**config.mk**
```make
export PLATFORM = sky130hd
export DESIGN_NAME = line_write_merge_buffer
export DESIGN_NICKNAME = d
export VERILOG_FILES = /design/src/rtl/line_write_merge_buffer.sv
export SDC_FILE = /design/constraint.sdc
export NUM_CORES = 1
export LEC_CHECK = 0
export BUFFER_PORTS_ARGS = -buffer_cell sky130_fd_sc_hd__buf_2
export CORE_AREA = 2 2 138 126
export DETAILED_ROUTE_END_ITERATION = 8
export DIE_AREA = 0 0 140 128
export PLACE_DENSITY = 0.75
export RECOVER_POWER = 100
export SETUP_SLACK_MARGIN = 0.2
export SLEW_MARGIN = 15
export SYNTH_ARGS = -nofsm -noshare
export SYNTH_HDL_FRONTEND = slang
export SYNTH_SLANG_ARGS = --single-unit
```
**constraint.sdc**
```tcl
create_clock -name clk -period 1.75 [get_ports clk]
set_input_delay 0.35 -clock clk [delete_from_list [all_inputs] [get_ports clk]]
set_output_delay 0.35 -clock clk [all_outputs]
set_load 0.02 [all_outputs]
```
**src/rtl/line_write_merge_buffer.sv**
```systemverilog
// Single-entry write-combining buffer: merges 16-bit CPU byte-enabled writes into
// one 128-bit line and drains it to physical memory as one masked line write.
module line_write_merge_buffer #(
   parameter int LINE_BYTES  = 16,
   parameter int OFFSET_BITS = 4
) (
   input  logic         clk,
   input  logic         rst,
   input  logic         mem_write,
   input  logic [15:0]  mem_address,
   input  logic [15:0]  mem_wdata,
   input  logic [1:0]   mem_byte_enable,
   output logic         mem_resp,
   input  logic         flush,
   output logic         flush_done,
   output logic         pmem_write,
   output logic [15:0]  pmem_address,
   output logic [127:0] pmem_wdata,
   output logic [15:0]  pmem_byte_mask,
   input  logic         pmem_resp
);

   typedef enum logic [1:0] {EMPTY = 2'd0, HOLD = 2'd1, DRAIN = 2'd2} state_t;

   state_t                      state_r;
   logic [15-OFFSET_BITS:0]     tag_r;
   logic [8*LINE_BYTES-1:0]     line_r;
   logic [LINE_BYTES-1:0]       mask_r;
   logic                        pmem_write_r;

   logic [15-OFFSET_BITS:0]     tag_s;
   logic                        hit_s;
   logic [LINE_BYTES-1:0]       en_s;
   logic [8*LINE_BYTES-1:0]     data_s;
   logic [8*LINE_BYTES-1:0]     bitmask_s;
   logic [8*LINE_BYTES-1:0]     base_line_s;
   logic [LINE_BYTES-1:0]       base_mask_s;
   logic [8*LINE_BYTES-1:0]     new_line_s;
   logic [LINE_BYTES-1:0]       new_mask_s;
   logic                        mem_resp_s;
   logic                        flush_done_s;

   assign tag_s       = mem_address[15:OFFSET_BITS];
   assign hit_s       = (tag_s == tag_r);
   assign en_s        = {{(LINE_BYTES-2){1'b0}}, mem_byte_enable} << {mem_address[3:1], 1'b0};
   assign data_s      = {{(8*LINE_BYTES-16){1'b0}}, mem_wdata} << {mem_address[3:1], 4'b0000};
   // A fresh line starts from zero so stale bytes of the previous line never leak out.
   assign base_line_s = (state_r == EMPTY) ? {(8*LINE_BYTES){1'b0}} : line_r;
   assign base_mask_s = (state_r == EMPTY) ? {LINE_BYTES{1'b0}} : mask_r;

   // Expand per-byte enables into a bit mask and merge the write into the line image.
   always_comb begin
      bitmask_s = {(8*LINE_BYTES){1'b0}};
      for (int i = 0; i < LINE_BYTES; i++) begin
         bitmask_s[8*i +: 8] = {8{en_s[i]}};
      end
      new_line_s = (base_line_s & ~bitmask_s) | (data_s & bitmask_s);
      new_mask_s = base_mask_s | en_s;
   end

   // Same-cycle handshake outputs decoded from the current state.
   always_comb begin
      mem_resp_s   = 1'b0;
      flush_done_s = 1'b0;
      case (state_r)
         EMPTY: begin
            mem_resp_s   = mem_write;
            flush_done_s = flush;
         end
         HOLD: begin
            mem_resp_s   = mem_write & ~flush & hit_s;
            flush_done_s = 1'b0;
         end
         DRAIN: begin
            mem_resp_s   = 1'b0;
            flush_done_s = flush & pmem_resp;
         end
         default: begin
            mem_resp_s   = 1'b0;
            flush_done_s = 1'b0;
         end
      endcase
   end

   // Buffer state machine: capture, merge, and drain the line.
   always_ff @(posedge clk) begin
      if (rst) begin
         state_r      <= EMPTY;
         tag_r        <= {(16-OFFSET_BITS){1'b0}};
         line_r       <= {(8*LINE_BYTES){1'b0}};
         mask_r       <= {LINE_BYTES{1'b0}};
         pmem_write_r <= 1'b0;
      end else begin
         case (state_r)
            EMPTY: begin
               if (mem_write && (mem_byte_enable != 2'b00)) begin
                  tag_r   <= tag_s;
                  line_r  <= new_line_s;
                  mask_r  <= new_mask_s;
                  state_r <= HOLD;
               end
            end
            HOLD: begin
               if (flush) begin
                  state_r      <= DRAIN;
                  pmem_write_r <= 1'b1;
               end else if (mem_write && hit_s) begin
                  line_r <= new_line_s;
                  mask_r <= new_mask_s;
                  if (new_mask_s == {LINE_BYTES{1'b1}}) begin
                     state_r      <= DRAIN;
                     pmem_write_r <= 1'b1;
                  end
               end else if (mem_write) begin
                  // Conflicting line: the request stays pending until the buffer is empty.
                  state_r      <= DRAIN;
                  pmem_write_r <= 1'b1;
               end
            end
            DRAIN: begin
               if (pmem_resp) begin
                  mask_r       <= {LINE_BYTES{1'b0}};
                  state_r      <= EMPTY;
                  pmem_write_r <= 1'b0;
               end
            end
            default: begin
               state_r      <= EMPTY;
               mask_r       <= {LINE_BYTES{1'b0}};
               pmem_write_r <= 1'b0;
            end
         endcase
      end
   end

   assign mem_resp       = mem_resp_s;
   assign flush_done     = flush_done_s;
   assign pmem_write     = pmem_write_r;
   assign pmem_address   = {tag_r, {OFFSET_BITS{1'b0}}};
   assign pmem_wdata     = line_r;
   assign pmem_byte_mask = mask_r;

endmodule

```
=== Word-level counts from Yosys, hierarchy flattened ===
Index checks and enable logic that the tools add are counted.

* Register bits: 159
* Input port bits: 39
* Output and inout port bits: 163
* Word-level logic and storage cells: 63

* Eq/ne operators: 10
* Shifts and indexed selects: 2
* Multiplexer cells: 26
* Bitwise logic cells: 10
* Reduce and logical (&&, ||, !) cells: 10

{| class="wikitable"
|+ Operators by type and width
! kind !! count
|-
| 128-bit 2-to-1 mux || 4
|-
| 128-bit AND || 2
|-
| 128-bit one-hot mux with 2 select lines || 1
|-
| 128-bit NOT || 1
|-
| 128-bit OR || 1
|-
| 16-bit by 7-bit << shifter with 128-bit output || 1
|-
| 16-bit 2-to-1 mux || 5
|-
| 16-bit one-hot mux with 3 select lines || 1
|-
| 16-bit == test (second input constant) || 1
|-
| 16-bit OR || 1
|-
| 4-bit AND reduction || 4
|-
| 2-bit by 4-bit << shifter with 16-bit output || 1
|-
| 12-bit == test || 1
|-
| 2-bit 2-to-1 mux || 6
|-
| 4-bit != test (second input constant) || 2
|-
| 2-bit != test (second input constant) || 3
|-
| 2-bit one-hot mux with 3 select lines || 1
|-
| 1-bit 2-to-1 mux || 5
|-
| 1-bit one-hot mux with 2 select lines || 2
|-
| 2-bit nonzero test || 2
|-
| 1-bit AND || 3
|-
| 1-bit one-hot mux with 3 select lines || 1
|-
| 2-bit by 1-bit == test with 1-bit output (second input constant) || 1
|-
| 2-bit == test (second input constant) || 1
|-
| other kinds (5) || 7
|}

=== Logic depth before layout (Yosys ltp) ===
* Word-level depth: 8
* Gate-level depth with buffers: 12
* Depth with buffers taken out: 6

=== Least setup slack after synthesis ===
No wires, ideal clock.

* Kind: register -> register
* Start point: register tag_r[10]
* End point: register line_r[94], in the netlist pmem_wdata[94]
* Arrival time: 1.843 ns
* Data required time: 1.627 ns
* Slack: -0.216 ns
* Stages on the path, launching flop included: 9
* Buffers on the path: 2
* Period minus slack after synthesis: 1.966 ns
* Cells stage by stage: dfxtp_1 xor2_1 nor4_1 a41o_1 buf_2 nand3_2 buf_2 nand3_1 o21ai_0

* Longest elaborated chain between the ends: 4

{| class="wikitable"
|+ RTL lines
! element !! line !! text
|-
| start: declaration || 26 || <nowiki>logic [15-OFFSET_BITS:0] tag_r;</nowiki>
|-
| start signal: assignment || 89 || <nowiki>tag_r <= {(16-OFFSET_BITS){1'b0}};</nowiki>
|-
| start signal: assignment || 97 || <nowiki>tag_r <= tag_s;</nowiki>
|-
| 12-bit == test || 44 || <nowiki>assign hit_s = (tag_s == tag_r);</nowiki>
|-
| 1-bit logical AND || 107 || <nowiki>end else if (mem_write && hit_s) begin</nowiki>
|-
| 2-bit != test (no source line) || -- ||
|-
| 4-bit AND reduction (no source line) || -- ||
|-
| end signal: assignment || 90 || <nowiki>line_r <= {(8*LINE_BYTES){1'b0}};</nowiki>
|-
| end signal: assignment || 98 || <nowiki>line_r <= new_line_s;</nowiki>
|-
| end signal: assignment || 108 || <nowiki>line_r <= new_line_s;</nowiki>
|-
| end: declaration || 27 || <nowiki>logic [8*LINE_BYTES-1:0] line_r;</nowiki>
|}

Every way passes these cells.
A chain may end at the register's enable or synchronous reset.

=== Worst setup path after layout ===
* Start point: register tag_r[0]
* End point: register line_r[85], in the netlist pmem_wdata[85]

Same word-level chain as after synthesis.

==> summary.md <==
| Metric | Value |
|---|---|
| Switch Pwr | 2470 µW |
| Adder-cell share of the synthesized area | 0% |
| Hold WC Path Type | input port to register |
| HPWL after DPL | 14400 µm |
| Max Used Layer | met4 |
| TritonCTS clock tree | built |
| WL final | 22000 µm |
| Area of the multi-input gates | 0.00339 mm² |
| Final Cell Area | 0.00929 mm² |
| Final core utilization | 55.9% |
| GRT Overall Usage | 23.8% |
| Root Driver | clkbuf_16 |
| Fill cell count | 1494 |
| Ys flop type | dfxtp_1 |
| Crit path cell chain | xor2_2 > nor4_4 > buf_4 > buf_6 > buf_6 > buf_6 > buf_6 > buf_6 > a41o_4 > and2_4 > buf_12 > buf_16 > nand3_2 > a21oi_2 |
| #FFs+latches synth | 159 |
| Register area share after synthesis | 49.0% |
| Dpl cells | 1140 |
| Die span in x | 140 µm |
| Routed wire length per instance | 18.4 µm |
| Levels on crit path | 14 |
| Total iterations of the first detailed-routing run | 9 |
| Outcome | finished with violations |
| VDD IR max | 0.751 mV |
| Logic gate share of total power | 16.3% |
| Count of pins over their slew limit | 0 |
| Met1 WL | 9170 µm |
| Distinct cell type count after synthesis | 50 |
| Hold Path End | tag_r[10] |
| Critical path peak fanout | 15 |
| # IOs | 202 |
| Initial antenna violation count | 0 |
| Row count | 45 |
| Insertion delay of the later-clocked pin in the worst-skew pair | 0.42 ns |
| CP top delay family | buffers and inverters |
| Antenna Cells | 0 |
| Critical-path top delay cell | dfxtp_2 |
| Crit Path Class | register to register |
| P_int | 6740 µW |
| CTS Buf Count | 17 |
| Critical path arrival | 2.73 ns |
| Initial Util | 39.1% |
| Post-route insts no fill | 1196 |
| CTS clock-pin slew for the worst setup and hold paths | 0.06 ns |
| Failing checks | design-rule violations, negative setup slack |
| Simple-Gate Fraction of Synth Area | 22.7% |
| Slowest Stage Delay on Critical Path | 0.34 ns |
| Post-synth ARST share | 0% |
| Post-synth EDFFs | 0 |
| Layout area overhead | 43.1% |
| Synthesized area | 0.00649 mm² |
| Leakage power figure | 0.00343 µW |
| FF-to-FF End | pmem_wdata[85] |
| Count of final hold-check violations | 0 |
| DRT antenna net count | 0 |
| Net Sw Frac | 26.8% |
| Max Cap Viol | 0 |
| RD Place Congestion | 0.854 |
| Worst R2R Start | tag_r[0] |
| Register Area | 0.00319 mm² |
| Via count | 6673 |
| Ys Warns | 0 |
| Max_slew headroom | 58.5% |
| Main combinational cell family by area after synthesis | simple AND/OR/NAND/NOR gates |
| Crit path buf inv count | 8 |
| Cell count after synthesis | 727 |
| Clock Tree Buf Depth | 2 |
| GRT overflow | 0 |
| PnR Total Power | 9210 µW |
| Post-CTS Hold Fix Bufs | 0 |
| Total power per unit cell area | 991 mW/mm² |
| Worst reg-to-reg path cell count | 14 |
| Highest Clock Rate | 420 MHz |
| Clk pwr share | 43.2% |
| Vias in the first global route | 6303 |
| Crit share post-route | 136% |
| Share of layout cells above drive strength 1 | 27.9% |
| Clk sinks | 159 |
| Met2 WL | 10400 µm |
| Clk_skew | 0.0109 ns |
| Setup TNS after final layout | -77.13 ns |
| Critical Path Start Type | register |
| Worst Tran Pin Value | 0.618 ns |
| Die height | 128 µm |
| Post-DP Area | 0.00812 mm² |
| Avg Cell Area, Syn | 8.93 µm² |
| Final-report setup violation count | 148 |
| Residual DRC | 17 |
| Min Tclk post-route | 2.38 ns |
| Critical Path RT | 2.10 ns |
| Fin nets | 1012 |
| Crit. End Element | register |
| Number of DRC markers in iteration 0 | 442 |
| Multiplexer share of the synthesized area | 3.70% |
| Hold_sp | mem_address[14] |
| RSZ-0062 raised after global routing | yes |
| Die Area | 0.0179 mm² |
| Pin count of the biggest net entering global routing | 45 |
| Setup ws final | -0.629 ns |
| Placeable Area | 0.0166 mm² |
| H-tree depth | 4 |
| First-pass GRT wire length | 33500 µm |
| Met3 WL | 1930 µm |
| Compound-gate portion of the synthesized area | 16.3% |
| Vias per inst | 5.58 |
| Post-Synth XOR/XNOR Area | 1.62% |
| Hold Path Depth | 3 |
| Fraction of power consumed by sequential logic | 40.5% |
| Most frequent CP cell | buf_6 |
| Reg-to-reg slack, setup | -0.63 ns |
| IO Port Bufs | 196 |
## registers in the layout, summed over array words and instances, names as in the netlist
| name | count |
|---|---|
| pmem_byte_mask | 16 |
| pmem_wdata | 128 |
| pmem_write | 1 |
| state_r | 2 |
| tag_r | 12 |
## synthesized netlist by cell type, types with 5 or more instances
master    count  area (µm²)
mux2i_1      24         240
buf_2        17        85.1
a32o_1       30         300
nor2_1        7        26.3
and4b_1       6        60.1
a21oi_1      86         430
nand3b_1      9        67.6
buf_4        15         113
and2_1        5        31.3
buf_1         5        18.8
xor2_1       12         105
nand3_1     140         701
nor2b_1       5        31.3
buf_6         6        67.6
dfxtp_1     159        3180
and3_1        5        31.3
nand2_1      90         338
a22o_1        5        43.8
clkbuf_1     31         116
o21ai_0      26         130
## worst reg2reg max path: cells and delay by family (launching register included)
kind                      cells  cell delay (ns)
xor gates and xnor gates      1             0.16
and+or+nand+nor               3             0.58
DFF                           1             0.34
AOI/OAI and AO/OA             2             0.37
buffers and inverters         8             0.86
## power groups by stage
stage          combinational [µW]  sequential [µW]  clock, µW
2_1_floorplan                 709             3870          0
3_3_place_gp                 1170             3800          0
3_5_place_dp                 1180             3800          0
4_1_cts                      1450             3730       4020
5_1_grt                      1600             3740       4170
6_report                     1500             3730       3970
## cell families after synthesis
kind of cell / count (synthesis)
xor+xnor: 12
compound gates: 165
buf+inv: 78
mux: 24
flops: 159
other cells: 1
simple gates: 288
## placed cells by master (no fill, tap or decap), types with 5 or more instances in the layout
cell         n
clkbuf_1   154
dfxtp_1    151
nand3_1    118
nand2_1     90
buf_4       75
a21oi_1     56
buf_2       41
a21oi_2     30
a32o_1      30
mux2i_1     24
clkbuf_16   17
nand3_2     16
buf_6       16
o21ai_0     11
nand3_4     11
xor2_1       9
nand3b_1     9
o21ai_1      9
dfxtp_2      8
o21ai_2      7
and4b_1      6
buf_12       6
nor2b_1      5
and3_4       5
a22o_1       5
buf_16       5
## area by class of cell
cell class	instances	area share (%)
clock buffer	20	4.92
inverter	2	0.135
timing repair buffer	297	19.3
tap	211	2.84
multi-input combinational	496	36.5
clock inverter	11	1.91
sequential	159	34.4
## metal layers
metal,vias up,GRT usage (%)
met5,-,0
met4,0,8.44
met3,43,5.86
met2,304,38.1
met1,3213,31.4
li1,3113,-
## per-stage QoR
stage	worst slack, ns	hold WS (ns)
after global placement	-0.387	0.435
after detailed placement	-0.439	0.446
final	-0.629	0.183
after global routing	-0.739	0.173
after floorplan	-0.149	0.476
after CTS	-0.626	0.162
## repair_timing
| item | in CTS | in global routing |
|---|---|---|
| resized for setup | 73 | 44 |
| pin swaps | 35 | 11 |
| setup endpoints to repair | 149 | 161 |
| cloned | 7 | 0 |
| setup buffers | 17 | 1 |
## worst max-delay path by stage
stage / from / endpoint / slack [ns]
2_1_floorplan: state_r[0] / pmem_wdata[16] / -0.15
3_3_place_gp: mem_address[1] / state_r[1] / -0.39
3_5_place_dp: mem_address[4] / pmem_wdata[107] / -0.44
4_1_cts: tag_r[10] / mem_resp / -0.63
5_1_grt: tag_r[0] / pmem_wdata[114] / -0.74
6_report: tag_r[0] / pmem_wdata[85] / -0.63
Power figures use the tool's default switching activity.
